==> src/rtl/spi_xfer_ctrl.sv <==
`default_nettype none
// ============================================================================
//  Module   : spi_xfer_ctrl
//  Purpose  : SPI master transfer sequencer. Buffers outgoing bytes in a
//             small FIFO and runs a multi-byte transfer of programmed length,
//             framing it with slave select (setup/hold spacing), gating the
//             baud-rate generator and feeding the transmitter byte by byte.
//  Ports    : clk_i, rst          - clock, asynchronous active-high reset
//             start_i, len_i      - transfer request and byte count
//             abort_i             - abort request (SPI_XFER_ABORT_EN only)
//             wdata_i, wvalid_i,
//             wready_o            - TX FIFO write port
//             busy_o, done_o,
//             aborted_o           - status (registered)
//             ss_n_o, sclk_en_o   - slave select / baud-rate gate (registered)
//             tx_data_o, tx_valid_o,
//             tx_ready_i          - byte handshake towards the transmitter
//             sample_i            - one pulse per transferred bit
//  Options  : `define SPI_XFER_ABORT_EN to enable abort_i / aborted_o.
//  Revision : 1.0 - initial release
// ============================================================================
module spi_xfer_ctrl #(
  parameter int FIFO_DEPTH = 4,
  parameter int LEN_W      = 8,
  parameter int CS_SETUP   = 2,
  parameter int CS_HOLD    = 2
) (
  input  logic             clk_i,
  input  logic             rst,
  input  logic             start_i,
  input  logic [LEN_W-1:0] len_i,
  input  logic             abort_i,
  input  logic [7:0]       wdata_i,
  input  logic             wvalid_i,
  output logic             wready_o,
  output logic             busy_o,
  output logic             done_o,
  output logic             aborted_o,
  output logic             ss_n_o,
  output logic             sclk_en_o,
  output logic [7:0]       tx_data_o,
  output logic             tx_valid_o,
  input  logic             tx_ready_i,
  input  logic             sample_i
);

  localparam int AW     = $clog2(FIFO_DEPTH);
  localparam int CS_MAX = (CS_SETUP > CS_HOLD) ? CS_SETUP : CS_HOLD;
  localparam int DLY_W  = $clog2(CS_MAX + 1);

  typedef enum logic [2:0] {
    ST_IDLE  = 3'd0,
    ST_SETUP = 3'd1,
    ST_LOAD  = 3'd2,
    ST_SHIFT = 3'd3,
    ST_HOLD  = 3'd4
  } state_t;

  state_t           state_q, state_d;
  logic [DLY_W-1:0] dly_q, dly_d;
  logic [2:0]       bit_q, bit_d;
  logic [LEN_W-1:0] rem_q, rem_d;
  logic             done_d, aborted_d, w_flush;
  logic             ss_n_q, sclk_en_q, busy_q, done_q, aborted_q;

  // FIFO: pointers carry one extra wrap bit to tell full from empty.
  logic [7:0]       mem_q [FIFO_DEPTH];
  logic [AW:0]      wptr_q, wptr_d, rptr_q, rptr_d;
  logic             w_empty, w_full, w_push, w_pop, w_abort;

  assign w_empty    = (wptr_q == rptr_q);
  assign w_full     = (wptr_q[AW] != rptr_q[AW]) && (wptr_q[AW-1:0] == rptr_q[AW-1:0]);
  assign w_push     = wvalid_i && !w_full;
  assign tx_valid_o = (state_q == ST_LOAD) && !w_empty;
  assign w_pop      = tx_valid_o && tx_ready_i;
  assign tx_data_o  = tx_valid_o ? mem_q[rptr_q[AW-1:0]] : 8'h00;
  assign wready_o   = !w_full;

`ifdef SPI_XFER_ABORT_EN
  assign w_abort = abort_i && (state_q != ST_IDLE);
`else
  logic w_unused_abort;
  assign w_unused_abort = abort_i;
  assign w_abort        = 1'b0;
`endif

  // Next-state logic.
  always_comb begin
    state_d   = state_q;
    dly_d     = dly_q;
    bit_d     = bit_q;
    rem_d     = rem_q;
    done_d    = 1'b0;
    aborted_d = 1'b0;
    w_flush   = 1'b0;
    case (state_q)
      ST_IDLE: begin
        if (start_i && (len_i != '0)) begin
          rem_d   = len_i;
          dly_d   = DLY_W'(CS_SETUP);
          state_d = ST_SETUP;
        end
      end
      ST_SETUP: begin
        if (dly_q <= DLY_W'(1)) state_d = ST_LOAD;
        else                    dly_d   = dly_q - DLY_W'(1);
      end
      ST_LOAD: begin
        if (w_pop) begin
          bit_d   = 3'd0;
          state_d = ST_SHIFT;
        end
      end
      ST_SHIFT: begin
        if (sample_i) begin
          bit_d = bit_q + 3'd1;
          if (bit_q == 3'd7) begin
            rem_d = rem_q - LEN_W'(1);
            if (rem_q == LEN_W'(1)) begin
              // The cycle of the last sample counts as the first hold
              // cycle, so ss_n rises CS_HOLD cycles after it.
              if (CS_HOLD <= 1) begin
                state_d = ST_IDLE;
                done_d  = 1'b1;
              end else begin
                dly_d   = DLY_W'(CS_HOLD - 1);
                state_d = ST_HOLD;
              end
            end else begin
              state_d = ST_LOAD;
            end
          end
        end
      end
      ST_HOLD: begin
        if (dly_q <= DLY_W'(1)) begin
          state_d = ST_IDLE;
          done_d  = 1'b1;
        end else begin
          dly_d = dly_q - DLY_W'(1);
        end
      end
      default: state_d = ST_IDLE;
    endcase
    if (w_abort) begin
      state_d   = ST_IDLE;
      done_d    = 1'b0;
      aborted_d = 1'b1;
      w_flush   = 1'b1;
    end
  end

  // FIFO pointer update; a flush overrides any simultaneous push/pop.
  always_comb begin
    wptr_d = wptr_q;
    rptr_d = rptr_q;
    if (w_flush) begin
      wptr_d = '0;
      rptr_d = '0;
    end else begin
      if (w_push) wptr_d = wptr_q + (AW+1)'(1);
      if (w_pop)  rptr_d = rptr_q + (AW+1)'(1);
    end
  end

  always_ff @(posedge clk_i) begin
    if (w_push) mem_q[wptr_q[AW-1:0]] <= wdata_i;
  end

  // Status outputs are registered from the next state so they line up
  // with the state they describe.
  always_ff @(posedge clk_i or posedge rst) begin
    if (rst) begin
      state_q   <= ST_IDLE;
      dly_q     <= '0;
      bit_q     <= '0;
      rem_q     <= '0;
      wptr_q    <= '0;
      rptr_q    <= '0;
      ss_n_q    <= 1'b1;
      sclk_en_q <= 1'b0;
      busy_q    <= 1'b0;
      done_q    <= 1'b0;
      aborted_q <= 1'b0;
    end else begin
      state_q   <= state_d;
      dly_q     <= dly_d;
      bit_q     <= bit_d;
      rem_q     <= rem_d;
      wptr_q    <= wptr_d;
      rptr_q    <= rptr_d;
      ss_n_q    <= (state_d == ST_IDLE);
      sclk_en_q <= (state_d == ST_SHIFT);
      busy_q    <= (state_d != ST_IDLE);
      done_q    <= done_d;
      aborted_q <= aborted_d;
    end
  end

  assign ss_n_o    = ss_n_q;
  assign sclk_en_o = sclk_en_q;
  assign busy_o    = busy_q;
  assign done_o    = done_q;
  assign aborted_o = aborted_q;

endmodule
`default_nettype wire
==> config.mk <==
export PLATFORM = sky130hd
export DESIGN_NAME = spi_xfer_ctrl
export DESIGN_NICKNAME = d
export VERILOG_FILES = /design/src/rtl/spi_xfer_ctrl.sv
export SDC_FILE = /design/constraint.sdc
export NUM_CORES = 1
export LEC_CHECK = 0
export CAP_MARGIN = 20
export CORE_MARGIN = 5
export CORE_UTILIZATION = 45
export DETAILED_ROUTE_END_ITERATION = 6
export PLACE_DENSITY = 0.69
export SLEW_MARGIN = 25
export SYNTH_ARGS = -nofsm -noshare
export SYNTH_HDL_FRONTEND = slang
export SYNTH_SLANG_ARGS = --single-unit
==> constraint.sdc <==
create_clock -name clk_i -period 2.7 [get_ports clk_i]
set_input_delay 0.54 -clock clk_i [delete_from_list [all_inputs] [get_ports clk_i]]
set_output_delay 0.54 -clock clk_i [all_outputs]
set_load 0.05 [all_outputs]
Word-level counts from Yosys, hierarchy flattened
Memory sizes are Yosys's and may differ from the RTL's.
Cells that the tools add are included.
{ "word_totals": {"ramBits": 32, "word_cells": 77, "mem_count": 1, "register_bits": 26} }
{ "classes": {"addsub": 5, "mux": 26, "magnitude_cmp": 1, "eq_ne": 16, "n_reduce_logical": 18} }
{ "memory_table": {"columns": ["memory", "words", "width", "rd", "rd_clocked_by_memory_dff", "write_ports", "line", "text"], "rows": [
  ["mem_q", 4, 8, 1, 0, 1, "67", "logic [7:0] mem_q [FIFO_DEPTH];"]
]} }
{ "ops": {"columns": ["op", "count"], "rows": [
  ["2-to-1 mux 8 bit", 4],
  ["2-to-1 mux 3 bit", 9],
  ["case mux 8 bit (2 select lines)", 1],
  ["case mux 3 bit (5 select lines)", 1],
  ["!= test 2 bit, second input constant", 6],
  ["2-to-1 mux 2 bit", 5],
  ["adder 3 x 1 -> 3 bit, second input constant", 3],
  ["== test 3 x 2 -> 1 bit, second input constant", 3],
  ["== test 8 x 1 -> 1 bit, second input constant", 1],
  ["nonzero test 8 bit", 1],
  ["subtractor 8 x 1 -> 8 bit, second input constant", 1],
  ["== test 3 bit, second input constant", 2],
  ["zero test 3 bit", 2],
  ["case mux 2 bit (3 select lines)", 1],
  ["case mux 3 bit (2 select lines)", 1],
  ["AND reduction 6 bit", 1],
  ["nonzero test 3 bit", 2],
  ["logical AND 1 bit", 5],
  ["2-to-1 mux 1 bit", 4],
  ["AND reduction 4 bit", 1],
  ["nonzero test 2 bit", 2],
  ["== test 3 x 1 -> 1 bit, second input constant", 1],
  ["== test 3 bit", 1],
  ["AND reduction 3 bit", 1],
  ["6 further kinds", 7]
]} }

Longest topological paths before layout
{ "logic_depth": {"depth_word": 7, "depth_mapped": 8, "ltp_nobuf": 7} }

Least setup slack after synthesis
No wires, ideal clock.
{ "synth_timing": {"path_type": "register -> output", "startpoint": "register state_q[0]", "endpoint": "output port tx_data_o[0]", "t_arrival_ps": 1748, "required_ps": 2160, "path_stages_with_launch": 6, "setup_slack_ps": 412, "path_cell_list": "dfrtp_1 -> buf_6 -> or3b_1 -> a31oi_2 -> buf_4 -> and2_1"} }
{ "synth_via": {"elab_chain_len": 3} }
{ "synth_rtl": {"columns": ["element", "line", "text"], "rows": [
  ["start: declaration", "59", "state_t state_q, state_d;"],
  ["start signal: assignment", "186", "state_q <= state_d;"],
  ["== test 3 x 2 -> 1 bit", "74", "assign tx_valid_o = (state_q == ST_LOAD) && !w_empty;"],
  ["logical AND 1 bit", "74", null],
  ["named net tx_valid_o", "42", "output logic tx_valid_o,"],
  ["2-to-1 mux 8 bit", "76", "assign tx_data_o = tx_valid_o ? mem_q[rptr_q[AW-1:0]] : 8'h00;"],
  ["end: declaration", "41", "output logic [7:0] tx_data_o,"]
]} }
The timed path passes the listed nets, and every way through them passes these cells.

Worst setup path in the final report
{ "layout_timing": {"startpoint": "register rptr_q[0]", "endpoint": "output port tx_data_o[5]"} }
{ "layout_via": {"elab_chain_len": 4} }
{ "layout_rtl": {"columns": ["element", "line", "text"], "rows": [
  ["start: declaration", "68", "logic [AW:0] wptr_q, wptr_d, rptr_q, rptr_d;"],
  ["start signal: assignment", "191", "rptr_q <= rptr_d;"],
  ["== test 3 bit", "71", "assign w_empty = (wptr_q == rptr_q);"],
  ["zero test 1 bit", "74", null],
  ["logical AND 1 bit", "74", null],
  ["2-to-1 mux 8 bit *", "76", null]
]} }
Mark *: on every way between the ends. The rest lies on a longest branch, timed or not.

==> metrics <==
run status finished clean; Worst R2R End rptr_q[1]$_DFFE_PP0P_; max cap viols 0; CP Class register to output pin; synthesized area approximately 0.0028 mm2; Initial Util 46.4%; vias 1827; most used flip-flop cell after synthesis edfxtp_1; input/output buffers 35; syn_area_per_cell 12.8 um2; # clock sinks a little under 60; TNS Setup 0 ns; die height 88.4 um; First DRT Iteration DRCs 43; YS warnings 0; crit path time final 2.48 ns; share of the synthesized area in the top cell type 34.8%; crit-path max cell delay 0.51 ns; final setup fails 0; Worst Setup EP tx_data_o[5]; share of layout cells above drive strength 1 19.8%; global-route wire length before repair 8.57 mm; Critical Path Fanout Max 7; TritonCTS clock tree yes; die area just under 0.008 mm2; R2R Setup Slk between 0.7 and 0.8 ns; Power, Total 3.70 mW; clock-pin slew on the worst setup and hold paths roughly 0.060 ns; Pint 2.33 mW; first-pass detailed-route iteration total 4; Post-Synthesis Cells 216; CP required 2.16 ns; Final Cycle Share 91.9%; Clk pwr share between 20% and 30%; PwrDens 1060 mW/mm2; # fillers 507; CTS root buf clkbuf_8; I/O pins 38; Post-synth EDFFs 32; Synth area leaders edfxtp_1, dfrtp_1, mux4_2; sequential share of power 37.2%; final WL 5.07 mm; Combinational Power Share 42.3%; TritonCTS Buffers 9; switch share a little under two fifths; Layout area overhead 26.1%; ant diodes 0; top cell family by delay on the critical path multiplexers; Seq/Total Area, Yosys 58.4%; Crit-path slowest cell mux4_2; drt via density between 5 and 6; P_leak 1.38 nW; placed insts 327; CTS Buffer Depth 2; fin nets 296; Final Wtd Congestion 0.787; final worst setup slack around 0.22 ns; WHS roughly 0.49 ns; R2R depth 6; Die Wd 88.4 um; cts hold-fix bufs 0; Cell Chain, Critical Path buf_4, mux4_2, and2_1, buf_12; CP startpoint rptr_q[0]$_DFFE_PP0P_; critical path capture point type output pin; DR DRC count 0; HPWL after detailed placement 3.50 mm; CP Buf/Inv Count 2; clock latency on the worst-skew pair 0.34 ns; Yosys top cell by area edfxtp_1; Hold WC Path Type register to register; syn nets approximately 250; Seq cells post-synth 58; fraction of registers with async set/reset 44.8%; DP Worst Slack 0.418 ns; worst slew pin tran 0.496 ns; initial antenna violation count 0; Layout Skew 0.00650 ns; largest net degree at the start of global routing 27; critical path depth in cells 4; Synth cell types 48; reg-to-reg critical path startpoint state_q[0]$_DFF_PP0_; Routed Antenna Nets 0; f_max 0.403 GHz; Worst VDD drop roughly 610 uV; worst rel slew slack approximately two thirds; postcts setup bufs 0; Post-CTS Resized 0; startpoint class of the critical path register; final hold vios 0; Final Max Slew Viols 0; drt wl/cell 14.8 um; # rows 28; core area 0.00596 mm2; CP arrival between 1.5 and 2 ns; Final Non-Filler Cells 343; Sw Pwr about 1.4 mW; vias in the first global route between 1500 and 2000; RSZ-0062 raised after global routing false; H-Tree Depth 3; All-Layer GR Usage 14.9%; total gr overflow 0
## synth_stat cells, types with 4 or more instances
master / n
edfxtp_1: 32
dfrtp_1: 25
a21oi_1: 15
nand2_1: 15
nand3_1: 13
ha_1: 10
inv_1: 10
and2_1: 9
mux4_2: 8
o21ai_0: 8
o22ai_1: 6
xnor2_1: 6
and3_1: 5
nor2_1: 4
## worst min-delay path by stage
stage | start | slack [ns] | cells past startpoint | endpoint
floorplan | dly_q[1]$_DFFE_PP0P_ | 0.45 | 1 | done_o$_DFF_PP0_
global placement | wptr_q[2]$_DFFE_PP0P_ | 0.48 | 1 | wptr_q[2]$_DFFE_PP0P_
detailed placement | wptr_q[2]$_DFFE_PP0P_ | 0.48 | 1 | wptr_q[2]$_DFFE_PP0P_
CTS | wptr_q[2]$_DFFE_PP0P_ | 0.49 | 1 | wptr_q[2]$_DFFE_PP0P_
global route | wptr_q[2]$_DFFE_PP0P_ | 0.52 | 1 | wptr_q[2]$_DFFE_PP0P_
finish | wptr_q[2]$_DFFE_PP0P_ | 0.49 | 1 | wptr_q[2]$_DFFE_PP0P_
## cell families (layout without fill, tap and decap cells)
| group | Yosys count | count (layout) | synth area share [%] |
|---|---|---|---|
| xor+xnor | 7 | 7 | 2.22 |
| flops | 58 | 58 | 58.4 |
| fa+ha+maj | 10 | 10 | 4.53 |
| other cells | 1 | 1 | 0.136 |
| buf+inv | 20 | 72 | 4.12 |
| mux | 9 | 9 | 6.93 |
| compound gates | 41 | 41 | 9.51 |
| simple gates | 70 | 70 | 14.2 |
## layout make-up
class | count | area [um2] | area share, %
Tap cell | 75 | 93.8 | 2.69
Timing Repair Buffer | 46 | 520 | 14.9
Multi-Input combinational cell | 138 | 1040 | 29.7
Clock inverter | 7 | 60.1 | 1.72
Inverter | 10 | 37.5 | 1.08
Clock buffer | 9 | 124 | 3.55
Sequential cell | 58 | 1610 | 46.3
## metal layers
| metal | routed length (um) | track usage (%) |
|---|---|---|
| met1 | 2410 | 20.5 |
| met4 | 132 | 8.65 |
| met5 | 0 | 0 |
| met2 | 2310 | 21.8 |
| met3 | 224 | 3.35 |
## placed cells by master (no fill, tap or decap), drive strengths merged, types with 8 or more instances in the layout
cell,netlist,routed
clkdlybuf4s50,0,25
ha,10,10
clkbuf,2,9
dfrtp,25,25
nand2,17,17
nand3,13,13
edfxtp,32,32
and2,9,9
mux4,8,8
buf,8,21
o21ai,10,10
a21oi,17,17
inv,10,10
## power groups by stage
| stage | combinational (mW) | clock (mW) | sequential (mW) |
|---|---|---|---|
| after floorplan | 1.10 | 0 | 1.36 |
| after global routing | 1.73 | 0.825 | 1.41 |
| final | 1.56 | 0.756 | 1.37 |
| after CTS | 1.59 | 0.774 | 1.37 |
| after detailed placement | 1.58 | 0 | 1.39 |
| after global placement | 1.55 | 0 | 1.38 |
## flip-flops by register name, indices dropped and copies added, names as in the netlist
name / flops
rptr_q: 3
state_q: 3
sclk_en_o: 1
busy_o: 1
rem_q: 8
wptr_q: 3
done_o: 1
dly_q: 2
bit_q: 3
ss_n_o: 1
mem_q: 32
## through the flow
step / utilization [%] / area (um2)
3_5_place_dp: 55.4 / 3300
3_3_place_gp: 55.4 / 3300
4_1_cts: 58.5 / 3480
2_1_floorplan: - / 2760
6_report: 58.5 / 3480
5_1_grt: 58.5 / 3480
Power figures use the tool's default switching activity.
